## config.mk

```make
export PLATFORM = sky130hd
export DESIGN_NAME = noc_output_arbiter
export DESIGN_NICKNAME = d
export VERILOG_FILES = /design/src/rtl/noc_output_arbiter.sv
export SDC_FILE = /design/constraint.sdc
export NUM_CORES = 1
export LEC_CHECK = 0
export BUFFER_PORTS_ARGS = -buffer_cell sky130_fd_sc_hd__buf_2
export CAP_MARGIN = 10
export CORE_MARGIN = 5
export CORE_UTILIZATION = 55
export CTS_BUF_LIST = sky130_fd_sc_hd__clkbuf_4 sky130_fd_sc_hd__clkbuf_8
export CTS_CLUSTER_DIAMETER = 100
export DETAILED_ROUTE_END_ITERATION = 7
export HOLD_SLACK_MARGIN = 0.08
export PLACE_DENSITY = 0.79
export REMOVE_ABC_BUFFERS = 1
export SLEW_MARGIN = 25
export SYNTH_ARGS = -nofsm -noshare
export SYNTH_HDL_FRONTEND = slang
export SYNTH_SLANG_ARGS = --single-unit
```

## constraint.sdc

```tcl
create_clock -name i_clk -period 9.9 [get_ports i_clk]
set_input_delay 0.99 -clock i_clk [delete_from_list [all_inputs] [get_ports i_clk]]
set_output_delay 0.99 -clock i_clk [all_outputs]
set_load 0.01 [all_outputs]
```

## src/rtl/noc_output_arbiter.sv

```systemverilog
// Round-robin output arbiter with a one-entry holding register per input and same-cycle refill.
// Optional per-requester grant counters are enabled by defining NOC_ARB_GRANT_COUNT_EN.
package pa_noc;
  parameter int APB_PACKET_WIDTH = 32;
endpackage

module noc_output_arbiter #(
  parameter int GRID_WIDTH = 4,
  parameter int NUM_REQ    = 5
) (
  input  logic                                      i_clk,
  input  logic                                      i_srst,
  input  logic [NUM_REQ*pa_noc::APB_PACKET_WIDTH-1:0] i_req,
  output logic [NUM_REQ-1:0]                        o_ready,
  output logic [pa_noc::APB_PACKET_WIDTH-1:0]       o_packet,
`ifdef NOC_ARB_GRANT_COUNT_EN
  output logic [NUM_REQ*16-1:0]                     o_grantCount,
`endif
  output logic [NUM_REQ-1:0]                        o_grant
);

  localparam int APB_PACKET_WIDTH = pa_noc::APB_PACKET_WIDTH;
  localparam int PTR_W = (NUM_REQ > 1) ? $clog2(NUM_REQ) : 1;

  logic [APB_PACKET_WIDTH-1:0] hold [NUM_REQ];
  logic [NUM_REQ-1:0]          full;
  logic [NUM_REQ-1:0]          req_vld;
  logic [NUM_REQ-1:0]          accept;
  logic [NUM_REQ-1:0]          gnt_hot;
  logic [PTR_W-1:0]            ptr;
  logic [PTR_W-1:0]            gnt_idx;
  logic                        gnt_vld;
  logic [APB_PACKET_WIDTH-1:0] packet_p1;
  logic [NUM_REQ-1:0]          grant_p1;

  function automatic logic [PTR_W-1:0] wrap_idx(input int v);
    int r;
    r = v;
    if (r >= NUM_REQ) r = r - NUM_REQ;
    return r[PTR_W-1:0];
  endfunction

  // Stage p0: pick the first full slot at or after ptr. Scanning downwards lets the
  // closest slot to ptr overwrite any farther candidate.
  always_comb begin
    gnt_vld = 1'b0;
    gnt_idx = '0;
    for (int k = NUM_REQ - 1; k >= 0; k--) begin
      if (full[wrap_idx(int'(ptr) + k)]) begin
        gnt_vld = 1'b1;
        gnt_idx = wrap_idx(int'(ptr) + k);
      end
    end
  end

  always_comb begin
    gnt_hot = '0;
    if (gnt_vld) gnt_hot[gnt_idx] = 1'b1;
  end

  // A slot being drained this cycle may be refilled in the same cycle.
  for (genvar i = 0; i < NUM_REQ; i++) begin : g_slot
    assign req_vld[i] = |i_req[i*APB_PACKET_WIDTH +: APB_PACKET_WIDTH];
    assign o_ready[i] = !i_srst && (!full[i] || gnt_hot[i]);
    assign accept[i]  = req_vld[i] && o_ready[i];
  end

  // Stage p1: registered grant and control state.
  always_ff @(posedge i_clk) begin
    if (i_srst) begin
      full      <= '0;
      ptr       <= '0;
      grant_p1  <= '0;
      packet_p1 <= '0;
    end else begin
      full      <= (full & ~gnt_hot) | accept;
      grant_p1  <= gnt_hot;
      packet_p1 <= gnt_vld ? hold[gnt_idx] : '0;
      if (gnt_vld) ptr <= wrap_idx(int'(gnt_idx) + 1);
    end
  end

  always_ff @(posedge i_clk) begin
    for (int i = 0; i < NUM_REQ; i++) begin
      if (accept[i]) hold[i] <= i_req[i*APB_PACKET_WIDTH +: APB_PACKET_WIDTH];
    end
  end

  assign o_packet = packet_p1;
  assign o_grant  = grant_p1;

`ifdef NOC_ARB_GRANT_COUNT_EN
  logic [15:0] gcnt [NUM_REQ];

  function automatic logic [15:0] sat_inc(input logic [15:0] v);
    return (v == 16'hFFFF) ? v : v + 16'd1;
  endfunction

  always_ff @(posedge i_clk) begin
    if (i_srst) begin
      for (int i = 0; i < NUM_REQ; i++) gcnt[i] <= '0;
    end else begin
      for (int i = 0; i < NUM_REQ; i++) begin
        if (gnt_hot[i]) gcnt[i] <= sat_inc(gcnt[i]);
      end
    end
  end

  for (genvar i = 0; i < NUM_REQ; i++) begin : g_cnt
    assign o_grantCount[i*16 +: 16] = gcnt[i];
  end
`endif

endmodule

```

### Yosys cells after proc, flatten, opt, wreduce, memory -nomap -nowiden

Memories as Yosys holds them, arrays and structs flattened. A register that Yosys moved wholly into a read port is not among the register bits.
Index checks and enable logic that the tools add are counted.

* bits in registers: 13
* bits in latches: 0
* memory bits (writable): 160
* bits in read-only memories: 0
* input bits: 162
* output and inout bits: 42
* word-level logic and storage cells: 99
* memories kept: 1

* $add $sub $neg: 11
* multipliers: 0
* divide/modulo/power cells: 0
* magnitude comparators: 13
* equality and inequality tests: 0
* shift operators: 0
* muxes and demuxes: 39
* bitwise operators: 4
* reductions and logical operators: 28

Memories
* hold: depth 5, width 32, read ports 1, clocked after memory_dff 1, write ports 5, RTL line 25 `logic [APB_PACKET_WIDTH-1:0] hold [NUM_REQ];`

Operators by type and width (number)
* $reduce_or A32 Y1: 5
* $mux W3: 11
* $lt A3 B4 Y1 const B: 6
* $mux W1: 21
* $ge A4 B3 Y1 const B: 5
* $sub A3 B3 Y3 const B: 6
* $bmux W1 S3: 5
* $logic_and A1 B1 Y1: 11
* $add A3 B1 Y4 const B: 2
* $add A3 B2 Y4 const B: 2
* $logic_not A1 Y1: 6
* $and A5 B5 Y5: 1
* $logic_or A1 B1 Y1: 5
* $mux W5: 1
* $not A5 Y5: 1
* $or A5 B5 Y5: 1
* $add A3 B3 Y4 const B: 1
* $demux W1 S3: 1
* $ge A3 B1 Y1 const B: 1
* $ge A3 B3 Y1 const B: 1
* $reduce_or A2 Y1: 1
* $not A1 Y1: 1

### Depth between registers and ports, before layout

* depth after elaboration: 20
* gate-level depth with buffers: 22
* depth with buffers taken out: 17

### Least setup slack after synthesis

OpenSTA, ideal clock, no wires.

* path type: flip-flop to flip-flop
* start point: register ptr[0]
* end point: memory hold[3][0], enable pin
* library setup time: 470 ps
* arrival time: 5763 ps
* required time: 9430 ps
* setup slack: 3667 ps
* stages on the path, launching flop included: 18
* path buffers: 4
* period minus slack after synthesis: 6233 ps
* path through: dfxtp_1 -> buf_6 -> buf_6 -> inv_2 -> buf_6 -> ha_1 -> inv_1 -> fa_1 -> nor2_1 -> mux4_2 -> o21bai_2 -> a21oi_1 -> mux2_1 -> o21a_1 -> buf_4 -> inv_4 -> nand2_1 -> a211oi_1

RTL lines
* from (decl): RTL line 30 `logic [PTR_W-1:0] ptr;`
* from (signal assigned): RTL line 79 `if (gnt_vld) ptr <= wrap_idx(int'(gnt_idx) + 1);`
* to (decl): RTL line 25

### Final worst setup path

* start point: register ptr[0]
* end point: output o_ready[2]

* word-level cells in the longest chain between the ends: 17
* elaborated cells between the ends (all ways): 47
* those cells by class: add/sub: 9; order compare: 7; mux: 28; reduce/logical: 3

Ends and longest elaborated chain
* $add A3 B3 Y4: RTL line 49, 51
* $ge A4 B3 Y1 / $sub A3 B3 Y3 (equally long branches): RTL line 39 `if (r >= NUM_REQ) r = r - NUM_REQ;`
* $mux W3: RTL line 39
* $bmux W1 S3: RTL line 49 `if (full[wrap_idx(int'(ptr) + k)]) begin`
* $mux W1 (implied by the code): RTL line 49
* $mux W3 (5 in a row): RTL line 49
* $lt A3 B4 Y1 (implied by the code) / $ge A3 B1 Y1 (equally long branches): RTL line 58 `if (gnt_vld) gnt_hot[gnt_idx] = 1'b1;`
* $logic_and A1 B1 Y1 (implied by the code): RTL line 58
* $mux W1 (implied by the code): RTL line 58
* $demux W1 S3: RTL line 58
* $mux W5 *: RTL line 58
* $logic_or A1 B1 Y1 *: RTL line 64 `assign o_ready[i] = !i_srst && (!full[i] || gnt_hot[i]);`
* $logic_and A1 B1 Y1 *: RTL line 64
* to (decl): RTL line 14 `output logic [NUM_REQ-1:0] o_ready,`

Mark *: on every way between the ends. The rest lies on a longest branch, timed or not. The select of a mux whose other input is x is not followed.

==> reports/results.ini <==
[cts]
insertion_delay_ns = 0.58
htree_levels = 1
clock_path_buffers = 3
cts_tree = built
cts_buffers = 31
cts-resized-gates = 0
cts_hold_buf = 0
clk_pin_slew_worst_paths_ns = 0.06
cts.sinks = 205
post-cts-setup-buffers = 0
cts-root-buf = clkbuf_8

[sta]
finalCriticalPeriod_ns = 7.71
hold_slack_ns = 0.530
setup_viol = 0
hold_viol = 0
skew_ns = 0.0238
rsz0062_at_grt = no
min_period_over_period_pct = 77.9
tns_ns = 0
worstMarginPinSlew_ns = 1.01
fmax_mhz = 130
slew_headroom_pct = 32.7
slew_violations = 0

[synth]
yosysTopAreaCellShare_pct = 54.3
ys_warn_count = 0
ys_ff_latch = 205
synth_cell_types = 78
ys_seq_area_share_pct = 64.5
async_reset_ff_share_pct = 0
synth.largest_area_cell = edfxtp_1
syn_inst = 663
synthTopCellsByArea = edfxtp_1 (54%), dfxtp_1 (10%), nand3_1 (3.7%)
netlist_area_mm2 = 0.00885
avgSynthCellArea_um2 = 13.3
synth_ff_type = edfxtp_1
synth_edf_count = 160

[setup_path]
worstPathCellList = inv_2, ha_1, nand2b_1, nor3_1, or4_1, nor4_1, o21ai_1, nand2_2, clkinv_2, o31a_1, nor2_1, buf_2
cp_num_buf_inv = 3
criticalPathCategory = flip-flop to output port
critical_path_arrival_ns = 6.72
cp.required_ns = 8.91
r2r_start = ptr[0]$_SDFFE_PP0P_
cp_slowest_cell = clkinv_2
slowest_delay_ns = 0.98
crit_path_start_kind = flip-flop
crit_path_end_kind = output port
crit_start = ptr[0]$_SDFFE_PP0P_
critPathTopFamily = simple AND/OR/NAND/NOR gates
worstPathMaxFanout = 68

[placement]
place.gp.congestion = 0.897
io_buffers = 203
place_hpwl_um = 19000

[grt]
grt_antenna_before_repair = 3
grt_util_all_layers_pct = 27.4
first_global_vias = 7037
grt_max_degree = 69
grt_pass1_wl_um = 39200
grt_overflow = 0

[die]
die_h_um = 137
io_pins = 204
core_area_mm2 = 0.0158
initial_core_util_pct = 55.9
die_area_mm2 = 0.0187
row_count = 46
die_x_um = 137

[worst_hold_path]
hp-class = flip-flop to flip-flop
hp-start = hold[0][5]$_DFFE_PP_

[final_layout]
fin_nets = 1035
drive_gt1_share_pct = 34.7
fill_cells = 1138
area_growth_pct = 20.4
most-common-layout-cells = buf_2 (203), edfxtp_1 (160), nand3_1 (66), nor4_1 (46), dfxtp_1 (45)
final_common_cell = buf_2

[drt]
wirelength_um = 26100
drt-wirelength-per-cell_um = 23.6
vias = 6901
drtAntennaViolNets = 0
vias_per_cell = 6.25
drc_errors = 0
drt-initial-drc-count = 635
drt_pass1_iterations = 5

[power]
power_leakage_nw = 4.03
power.density_mw_per_mm2 = 378
ir_drop_mv = 0.438

[run_status]
status = finished, final reports clean

[run]
cap_violations = 0

stage by stage:
stage | power, W | utilization, % | setup slack, ns | std cells | cell area, um^2
2_1_floorplan | 0.00262 | - | 3.32 | 617 | 8570
3_3_place_gp | 0.00319 | 62.8 | 3.01 | 1044 | 9950
3_5_place_dp | 0.00325 | 62.8 | 2.84 | 1044 | 9950
4_1_cts | 0.00402 | 67.3 | 2.20 | 1102 | 10600
5_1_grt | 0.00425 | 67.3 | 1.75 | 1105 | 10700
6_report | 0.00403 | 67.3 | 2.19 | 1105 | 10700
final timing paths:
| check | end | slack (ns) | cells after the start |
|---|---|---|---|
| worst max-delay path | o_ready[2] | 2.19 | 12 |
| worst min-delay path | o_packet[5]$_SDFF_PP0_ | 0.53 | 2 |
| worst max register to register | hold[2][25]$_DFFE_PP_ | 2.89 | 11 |
| worst min register to register | o_packet[5]$_SDFF_PP0_ | 0.53 | 2 |
kinds of logic (layout without fill, tap and decap cells):
family	Yosys count	count (layout)	synth area share, %
compound gates	135	135	13.2
flops	205	205	64.5
fa+ha+maj	12	12	1.78
simple gates	229	229	13.5
other cells	0	3	0
mux	19	19	2.84
buf+inv	59	282	3.76
xor+xnor	4	4	0.396
worst reg2reg max path: cells and delay by family, from the launching register on:
kind	cells	cell delay, ns
AOI/OAI and AO/OA	2	0.85
DFF	1	0.88
and+or+nand+nor	6	2.57
adders and majority gates	1	0.94
buffers and inverters	2	1.37
metal layers:
metal  vias to the layer above  global-route usage [%]  share of wire, %
met5                         -                       0                 0
met4                         0                    10.4               3.5
met3                        71                    5.37               9.4
met2                       398                    46.4                50
met1                      3349                    35.1                38
li1                       3083                       -                 -
registers in the layout, indices dropped and copies added (netlist names):
name	cells
o_packet	32
o_grant	5
full	5
hold	160
ptr	3
power breakdown:
group	total (W)	internal, W	switching, W	leakage, nW
clock network	0.000765	0.000441	0.000324	0.377
registers	0.00131	0.00123	0.0000853	1.89
logic	0.00195	0.000674	0.00128	1.76
total	0.00403	0.00234	0.00169	4.03
synth_stat cells (3+ instances only):
cell      count
a211oi_1      5
a21oi_1       9
a221oi_1     32
a31oi_1       3
a32oi_1      32
buf_2        19
buf_4         6
buf_6         8
clkbuf_1     12
dfxtp_1      45
edfxtp_1    160
ha_1         11
inv_1        10
mux2_2        4
mux2i_1       9
mux4_2        4
nand2_1      43
nand2b_1      6
nand3_1      66
nand4_1      10
nor2_1       26
nor2b_1       4
nor3_1       12
nor4_1       46
o21a_1        5
o21ai_0      10
o31a_1        5
or2_2         3
xnor2_1       4
cell type report:
cell class,instances,area [um^2],area share [%]
Sequential cell,205,5710,53.5
Clock inverter,8,95.1,0.892
Antenna cell,3,7.51,0.0705
Inverter,13,52.6,0.493
Multi-Input combinational cell,399,2840,26.7
Timing Repair Buffer,211,1080,10.1
Clock buffer,50,607,5.70
Tap cell,216,270,2.54
Power figures use the tool's default switching activity.
